## config.mk

```make
export PLATFORM = sky130hd
export DESIGN_NAME = time_seg_display
export DESIGN_NICKNAME = d
export VERILOG_FILES = /design/src/rtl/time_seg_display.sv
export SDC_FILE = /design/constraint.sdc
export NUM_CORES = 1
export LEC_CHECK = 0
export BUFFER_PORTS_ARGS = -buffer_cell sky130_fd_sc_hd__buf_2
export CAP_MARGIN = 20
export CORE_MARGIN = 2
export CORE_UTILIZATION = 45
export DETAILED_ROUTE_END_ITERATION = 16
export HOLD_SLACK_MARGIN = 0.15
export PLACE_DENSITY = 0.69
export RECOVER_POWER = 25
export SYNTH_ARGS = -nofsm -noshare
export SYNTH_HDL_FRONTEND = slang
export SYNTH_SLANG_ARGS = --single-unit
```

## constraint.sdc

```tcl
create_clock -name kh_clk -period 5.1 [get_ports kh_clk]
set_clock_uncertainty 0.05 [all_clocks]
set_input_delay 0.765 -clock kh_clk [delete_from_list [all_inputs] [get_ports kh_clk]]
set_output_delay 0.765 -clock kh_clk [all_outputs]
set_load 0.05 [all_outputs]
```

## src/rtl/time_seg_display.sv

```systemverilog
// Converts two selected time fields to BCD with a sequential double-dabble engine
// and scans them onto a 4-digit common-anode 7-segment display.
module time_seg_display #(
   parameter int SCAN_DIV = 1,
   parameter int HR12     = 1
) (
   input  logic        kh_clk,
   input  logic        reset,
   input  logic [26:0] time_in,
   input  logic        mode,
   output logic [3:0]  an,
   output logic [6:0]  seg,
   output logic        dp,
   output logic        upd
);

   typedef enum logic [1:0] {IDLE, LOAD, SHIFT, DONE} state_t;

   localparam logic [9:0] SCAN_LAST = 10'(SCAN_DIV - 1);
   localparam logic [3:0] BLANK     = 4'hF;

   state_t state, state_nxt;

   logic [2:0]       sh_cnt;
   logic [13:0]      up_sr, lo_sr;     // {tens, units, binary[5:0]}
   logic             snap_mode, snap_dp;
   logic [3:0][3:0]  dig;
   logic             dp_on;
   logic [5:0]       up_fld, lo_fld;
   logic [9:0]       scan_cnt;
   logic [1:0]       dig_idx;
   logic             out_en;

   function automatic logic [13:0] dd_step(input logic [13:0] sr);
      logic [13:0] t;
      t = sr;
      if (t[13:10] >= 4'd5) t[13:10] = t[13:10] + 4'd3;
      if (t[9:6]   >= 4'd5) t[9:6]   = t[9:6]   + 4'd3;
      return {t[12:0], 1'b0};
   endfunction

   function automatic logic [6:0] seg_enc(input logic [3:0] d);
      logic [6:0] s;
      case (d)
         4'd0:    s = 7'b1000000;
         4'd1:    s = 7'b1111001;
         4'd2:    s = 7'b0100100;
         4'd3:    s = 7'b0110000;
         4'd4:    s = 7'b0011001;
         4'd5:    s = 7'b0010010;
         4'd6:    s = 7'b0000010;
         4'd7:    s = 7'b1111000;
         4'd8:    s = 7'b0000000;
         4'd9:    s = 7'b0010000;
         default: s = 7'b1111111;
      endcase
      return s;
   endfunction

   always_comb begin
      state_nxt = state;
      case (state)
         IDLE:    state_nxt = LOAD;
         LOAD:    state_nxt = SHIFT;
         SHIFT:   if (sh_cnt == 3'd5) state_nxt = DONE;
         DONE:    state_nxt = IDLE;
         default: state_nxt = IDLE;
      endcase
   end

   always_ff @(posedge kh_clk or posedge reset) begin
      if (reset) state <= IDLE;
      else       state <= state_nxt;
   end

   // Hour 0 shows as 12 only in the 12-hour build; the hour never exceeds 31.
   always_comb begin
      up_fld = time_in[21:16];
      lo_fld = time_in[15:10];
      if (!mode) begin
         up_fld = {1'b0, time_in[26:22]};
         if (HR12 != 0 && time_in[26:22] == 5'd0) up_fld = 6'd12;
         lo_fld = time_in[21:16];
      end
   end

   always_ff @(posedge kh_clk or posedge reset) begin
      if (reset) begin
         sh_cnt    <= '0;
         up_sr     <= '0;
         lo_sr     <= '0;
         snap_mode <= 1'b0;
         snap_dp   <= 1'b0;
         dig       <= {4{BLANK}};
         dp_on     <= 1'b0;
         upd       <= 1'b0;
      end else begin
         upd <= (state == DONE);
         case (state)
            LOAD: begin
               up_sr     <= {8'd0, up_fld};
               lo_sr     <= {8'd0, lo_fld};
               snap_mode <= mode;
               snap_dp   <= mode ? (time_in[9:0] < 10'd500) : 1'b1;
               sh_cnt    <= '0;
            end
            SHIFT: begin
               up_sr  <= dd_step(up_sr);
               lo_sr  <= dd_step(lo_sr);
               sh_cnt <= sh_cnt + 3'd1;
            end
            DONE: begin
               dig[3] <= (!snap_mode && up_sr[13:10] == 4'd0) ? BLANK : up_sr[13:10];
               dig[2] <= up_sr[9:6];
               dig[1] <= lo_sr[13:10];
               dig[0] <= lo_sr[9:6];
               dp_on  <= snap_dp;
            end
            default: ;
         endcase
      end
   end

   // out_en holds the panel dark for the first edge after reset.
   always_ff @(posedge kh_clk or posedge reset) begin
      if (reset) begin
         scan_cnt <= '0;
         dig_idx  <= '0;
         out_en   <= 1'b0;
         an       <= 4'hF;
         seg      <= 7'h7F;
         dp       <= 1'b1;
      end else begin
         if (scan_cnt == SCAN_LAST) begin
            scan_cnt <= '0;
            dig_idx  <= dig_idx + 2'd1;
         end else begin
            scan_cnt <= scan_cnt + 10'd1;
         end
         out_en <= 1'b1;
         if (out_en) begin
            an  <= ~(4'b0001 << dig_idx);
            seg <= seg_enc(dig[dig_idx]);
            dp  <= ~(dig_idx == 2'd2 && dp_on);
         end
      end
   end

endmodule

```

==> impl_metrics.json, run 1 <==
{
  "core_mm2": 0.00864,
  "cts_resized": 0,
  "grtUsageTotal_pct": 16.0,
  "antenna_cells": 0,
  "finalPower_mw": 1.54,
  "layout_setup_ws_ns": 2.79,
  "violations": "capacitance limit, slew limit",
  "avgSynthCellArea_um2": 11.1,
  "cp_max_fo": 45,
  "critical_path.startpoint": "reset",
  "clock-sinks": 78,
  "clkTransAtPathRegs_ns": 0.08,
  "antenna_left": 0,
  "drv_cap": 1,
  "rsz0062_at_grt": "false",
  "path_class": "primary input to asynchronous set/reset pin",
  "cts_buffers": 9,
  "synth_edf_count": 0,
  "slew_headroom_pct": -16.6,
  "irDropWorstVdd_uv": 141,
  "finalHoldViolations": 0,
  "vias_per_cell": 5.27,
  "ys_warn_count": 0,
  "cp_data_arrival_time_ns": 2.70,
  "ctsHtreeMaxLevel": 3,
  "hp-class": "register to register",
  "crit_chain": "buf_2 -> inv_1 -> buf_4",
  "cp_top_family": "buffers and inverters",
  "rows": 34,
  "grt_pass1_vias": 2736,
  "cp.buffers_inverters": 3,
  "grt_max_degree": 46,
  "synth_seq_area_share_pct": 49.9,
  "portBuffers": 40,
  "gp_congestion": 0.814,
  "dpl.hpwl_mm": 5.02,
  "die_w_um": 98.0,
  "dieArea_mm2": 0.00961,
  "final_cell_mix": "50 x dfrtp_1, 40 x buf_2, 35 x inv_1",
  "worstPathRequired_ns": 5.49,
  "hold_ws_ns": 0.410,
  "wl_per_cell_um": 14.1,
  "drt-initial-drc-count": 104,
  "drt_first_pass_iters": 4,
  "ys_ff_latch": 78,
  "timing.rr.start": "state[0]$_DFFE_PP0P_",
  "cts_tree": "yes",
  "antenna_found_initial": 0,
  "slowest_stage": "inv_1",
  "drive_gt1_share_pct": 29.7,
  "setup_viol": 0,
  "num-nets-final": 452,
  "io_pins": 43,
  "worst_slew_pin_slew_ns": 1.75,
  "preCtsSetupSlack_ns": 2.86,
  "insertion_delay_ns": 0.35,
  "min_from": "dp_on$_DFFE_PP0P_",
  "leakage_nw": 2.06,
  "endpoint_kind": "asynchronous set/reset pin",
  "grt_pass1_wl_mm": 12.4,
  "routed_wl_mm": 7.15,
  "min_period_over_period_pct": 45.3,
  "startpoint_type": "primary input",
  "netlist_area_mm2": 0.00398,
  "clock.fmax_ghz": 0.432,
  "via_count": 2682,
  "post-cts-setup-buffers": 0,
  "fin_crit_ns": 2.31,
  "final.setup.tns_ns": 0,
  "ys.flop_type": "dfrtp_1",
  "netlist_instances": 360,
  "cts-root-buf": "clkbuf_8",
  "ctsHoldBuffers": 0,
  "route.detailed.drc": 0,
  "slew_viol_final": 46,
  "cellPowerDensity_mw_per_mm2": 345,
  "start_util_pct": 46.1,
  "synthArstFlopShare_pct": 100,
  "yosysUniqueCellTypes": 42,
  "grt.overflow.total": 0,
  "status": "complete, but fails checks",
  "syn_to_final_growth_pct": 12.2,
  "syn_nets": 416,
  "cts_buffer_depth": 2,
  "dieHeight_um": 98.0,
  "critPathMaxStageDelay_ns": 1.23,
  "layout_commonest_cell": "dfrtp_1"
}
## layer usage
layer / global-route usage (%) / routed length [um]
met3: 4.37 / 224
met2: 26.6 / 3470
met1: 20.3 / 3400
met4: 5.77 / 59
met5: 0 / 0
## synth_stat cells, types with 6 or more instances
library cell  instances  area [um^2]
nand3_1               8         40.0
xnor2_1              11         96.3
nand2_1              27          101
inv_1                35          131
mux2i_1              10          100
a21oi_1               9         45.0
o22ai_1              18          113
ha_1                 26          325
a31oi_1              10         62.6
dfrtp_1              50         1250
nor2_1               14         52.6
dfstp_2              28          736
mux2_2               27          304
nand2b_1              6         37.5
o21ai_0              21          105
clkbuf_1             12         45.0
## layout make-up
cell class	count	area, um^2
Timing Repair Buffer	42	215
Multi-Input combinational cell	230	1790
Clock inverter	5	56.3
Clock buffer	11	153
Inverter	35	131
Fill cell	762	4170
Sequential cell	78	1990
Tap cell	108	135
## kinds of logic after synthesis
logic type,after synthesis,synth area share (%)
AO/OA/AOI/OAI,73,12.0
XOR/XNOR,15,3.30
adder cells (fa/ha/maj),26,8.18
buffers and inverters,52,5.13
flip-flops,78,49.9
multiplexers,41,12.5
other,1,0.0942
AND/OR/NAND/NOR,74,8.84
## state kept, by name (all words and copies together), names as in the netlist
signal / count
up_sr: 14
dp_on: 1
scan_cnt: 10
snap_mode: 1
dig_idx: 2
dig: 16
dp: 1
upd: 1
sh_cnt: 3
snap_dp: 1
state: 2
seg: 7
out_en: 1
lo_sr: 14
an: 4
## where the power goes
group	leakage [nW]	switching [mW]	internal, mW
Clock	0.104	0.223	0.255
Sequential	0.940	0.0416	0.727
Combinational	1.01	0.187	0.105
Total	2.06	0.452	1.09
## path summary, 6_finish.rpt
path / to / slack, ns / cells after the start
setup / recovery: dig[10]$_DFFE_PP1P_ / 2.79 / 3
hold / removal: dp$_DFFE_PP1P_ / 0.41 / 1
setup reg to reg: lo_sr[10]$_DFFE_PP0P_ / 2.88 / 4
hold reg to reg: dp$_DFFE_PP1P_ / 0.41 / 1
max in group kh_clk: lo_sr[10]$_DFFE_PP0P_ / 2.88 / 4
min in group asynchronous: scan_cnt[2]$_DFF_PP0_ / 0.91 / 2
## per-stage QoR
step                      cell area (um^2)  utilization, %  cells
final                                 4470            51.7    509
after global routing                  4470            51.7    509
after CTS                             4470            51.7    509
after detailed placement              4260            49.3    493
after global placement                4260            49.3    493
after floorplan                       3980               -    360
Note: power is estimated with default switching activity, not from simulation.
==> inputs of run 2 (changes only) <==
--- a/config.mk
+++ b/config.mk
@@ -11,7 +11,7 @@
 export CORE_UTILIZATION = 45
 export DETAILED_ROUTE_END_ITERATION = 16
 export HOLD_SLACK_MARGIN = 0.15
-export PLACE_DENSITY = 0.69
+export PLACE_DENSITY = 0.71
 export RECOVER_POWER = 25
 export SYNTH_ARGS = -nofsm -noshare
 export SYNTH_HDL_FRONTEND = slang
==> constraint.sdc (replaced) <==
create_clock -name kh_clk -period 2 [get_ports kh_clk]
set_clock_uncertainty 0.05 [all_clocks]
set_input_delay 0.3 -clock kh_clk [delete_from_list [all_inputs] [get_ports kh_clk]]
set_output_delay 0.3 -clock kh_clk [all_outputs]
set_load 0.05 [all_outputs]
==> run 2 against run 1 <==
  * Die area did not move
  * Cell count rose by 2.6%
  * Setup slack got worse by 2.7 ns
  * Critical path depth rose by 2
  * Sequential share of layout area fell by 0.68 points
  * The run now ends clean
  * Via count rose by 3.3%
==> impl_metrics.json, run 2 (synthesis gave the netlist of run 1 again) <==
{
  "status": "completed",
  "reg2reg_slack_ns": 0.10,
  "critPathMaxStageDelay_ns": 0.56,
  "cts_tree": "yes",
  "top_register": "dig",
  "leakage_nw": 2.10,
  "clkTransAtPathRegs_ns": 0.08,
  "cell_internal_pwr_mw": 2.61,
  "routed_wl_mm": 7.14,
  "fill_cells": 759,
  "cellPowerDensity_mw_per_mm2": 824,
  "drv_cap": 0,
  "p_switching_mw": 1.13,
  "cp_max_fo": 4,
  "drt_first_pass_iters": 5,
  "power_frac_comb_pct": 20.2,
  "wl_per_cell_um": 13.7,
  "cp_data_arrival_time_ns": 2.09,
  "cts_buffer_depth": 2,
  "dpl.hpwl_mm": 5.09,
  "syn_to_final_growth_pct": 14.1,
  "antenna_found_initial": 0,
  "final.setup.tns_ns": 0,
  "rsz0062_at_grt": "false",
  "die_w_um": 98.0,
  "antenna_left": 0,
  "cts-root-buf": "clkbuf_8",
  "path_class": "register to register",
  "core_mm2": 0.00864,
  "regArea_mm2": 0.00199,
  "slew_viol_final": 0,
  "grt_max_degree": 79,
  "start_util_pct": 46.1,
  "grt_pass1_vias": 2847,
  "clock.fmax_ghz": 0.527,
  "grt.overflow.total": 0,
  "insertion_delay_ns": 0.34,
  "cts_buffers": 9,
  "antenna_cells": 0,
  "drt-initial-drc-count": 95,
  "grt_pass1_wl_mm": 12.6,
  "gp_congestion": 0.774,
  "startpoint_type": "register",
  "finalHoldViolations": 0,
  "io_pins": 43,
  "slowest_stage": "mux4_2",
  "multi_input_area_mm2": 0.00178,
  "layout_setup_ws_ns": 0.104,
  "stdcell_count": 522,
  "endpoint_kind": "register",
  "setup_viol": 0,
  "final_cell_mix": "49 x dfrtp_1, 39 x buf_2, 34 x inv_1",
  "portBuffers": 40,
  "largest_reg_flops": 16,
  "top_regs": "dig (16), lo_sr (14), up_sr (14)",
  "power.share.sequential_pct": 52.2,
  "irDropWorstVdd_uv": 353,
  "preCtsSetupSlack_ns": 0.0723,
  "dieHeight_um": 98.0,
  "vias_per_cell": 5.31,
  "fin_crit_ns": 1.90,
  "dp_cells": 504,
  "crit_chain": "mux4_2 -> buf_4 -> and2_4 -> a2111oi_4 -> a211oi_2",
  "num-nets-final": 465,
  "route.detailed.drc": 0,
  "min_period_over_period_pct": 94.8,
  "rows": 34,
  "dieArea_mm2": 0.00961,
  "slew_headroom_pct": 31.8,
  "grtUsageTotal_pct": 16.2,
  "worst_slew_pin_slew_ns": 1.02,
  "clock-sinks": 78,
  "via_count": 2771,
  "swShare_pct": 30.2,
  "worstPathRequired_ns": 2.20,
  "hp-class": "primary input to register",
  "pwr-share-clk_pct": 27.6,
  "ctsHtreeMaxLevel": 3,
  "drive_gt1_share_pct": 31.9,
  "hold_ws_ns": 0.178,
  "layout_commonest_cell": "dfrtp_1"
}
-- run 2: cell count changes in the layout (fill, tap and decap cells not counted), sizes merged --
cell | previous run | this run
bufinv | 1 | 0
clkinv | 3 | 4
clkbuf | 11 | 14
buf | 42 | 52
dlygate4sd3 | 0 | 1
inv | 35 | 34
-- run 2: final cells by class --
class	count	area share (%)
well taps	108	2.98
clock inverters	4	0.524
multi-input cells	230	39.3
clock buffers	12	3.20
repair buffers	55	7.20
flip-flops and latches	78	43.8
inverters	35	2.98
-- run 2: repair_timing --
item                       CTS  global route
setup buffers                0             1
resized for setup            0             2
setup endpoints to repair    0             1
hold buffers                 1             0
hold endpoints to repair    50             0
-- run 2: power groups by stage --
stage,registers (mW),clock network (mW),logic [mW]
after floorplan,2.21,0,0.344
after global placement,1.98,0,0.737
final,1.95,1.03,0.754
after detailed placement,1.99,0,0.754
after global routing,1.98,1.15,0.815
after CTS,1.96,1.06,0.756
-- run 2: through the flow --
stage	power, mW	utilization (%)	area (um^2)
floorplan	2.55	-	3980
global placement	2.72	50.6	4370
detailed placement	2.74	50.6	4370
CTS	3.78	52.7	4550
global route	3.94	52.6	4540
finish	3.74	52.6	4540
-- run 2: final timing paths --
| path | startpoint | to | cells past startpoint |
|---|---|---|---|
| worst max-delay path | dig_idx[0]$_DFFE_PP0N_ | seg[0]$_DFFE_PP1P_ | 5 |
| worst min-delay path | time_in[24] | up_sr[2]$_DFFE_PP0P_ | 3 |
| worst max register to register | dig_idx[0]$_DFFE_PP0N_ | seg[0]$_DFFE_PP1P_ | 5 |
| worst min register to register | dp_on$_DFFE_PP0P_ | dp$_DFFE_PP1P_ | 1 |
| max in group asynchronous | reset | dig_idx[0]$_DFFE_PP0N_ | 4 |
| min in group asynchronous | reset | dp_on$_DFFE_PP0P_ | 4 |
-- run 2: critical path: cells and delay by family (launching register included) --
| family | cells | cell delay (ns) |
|---|---|---|
| flops | 1 | 0.42 |
| simple gates | 1 | 0.17 |
| mux | 1 | 0.56 |
| buf+inv | 1 | 0.17 |
| compound gates | 2 | 0.44 |
-- run 2: routing by layer --
metal / share of wire (%) / GRT usage [%]
met1: 45 / 19.6
met2: 49 / 27.3
met3: 3.9 / 5.15
met4: 1.7 / 5.56
met5: 0 / 0
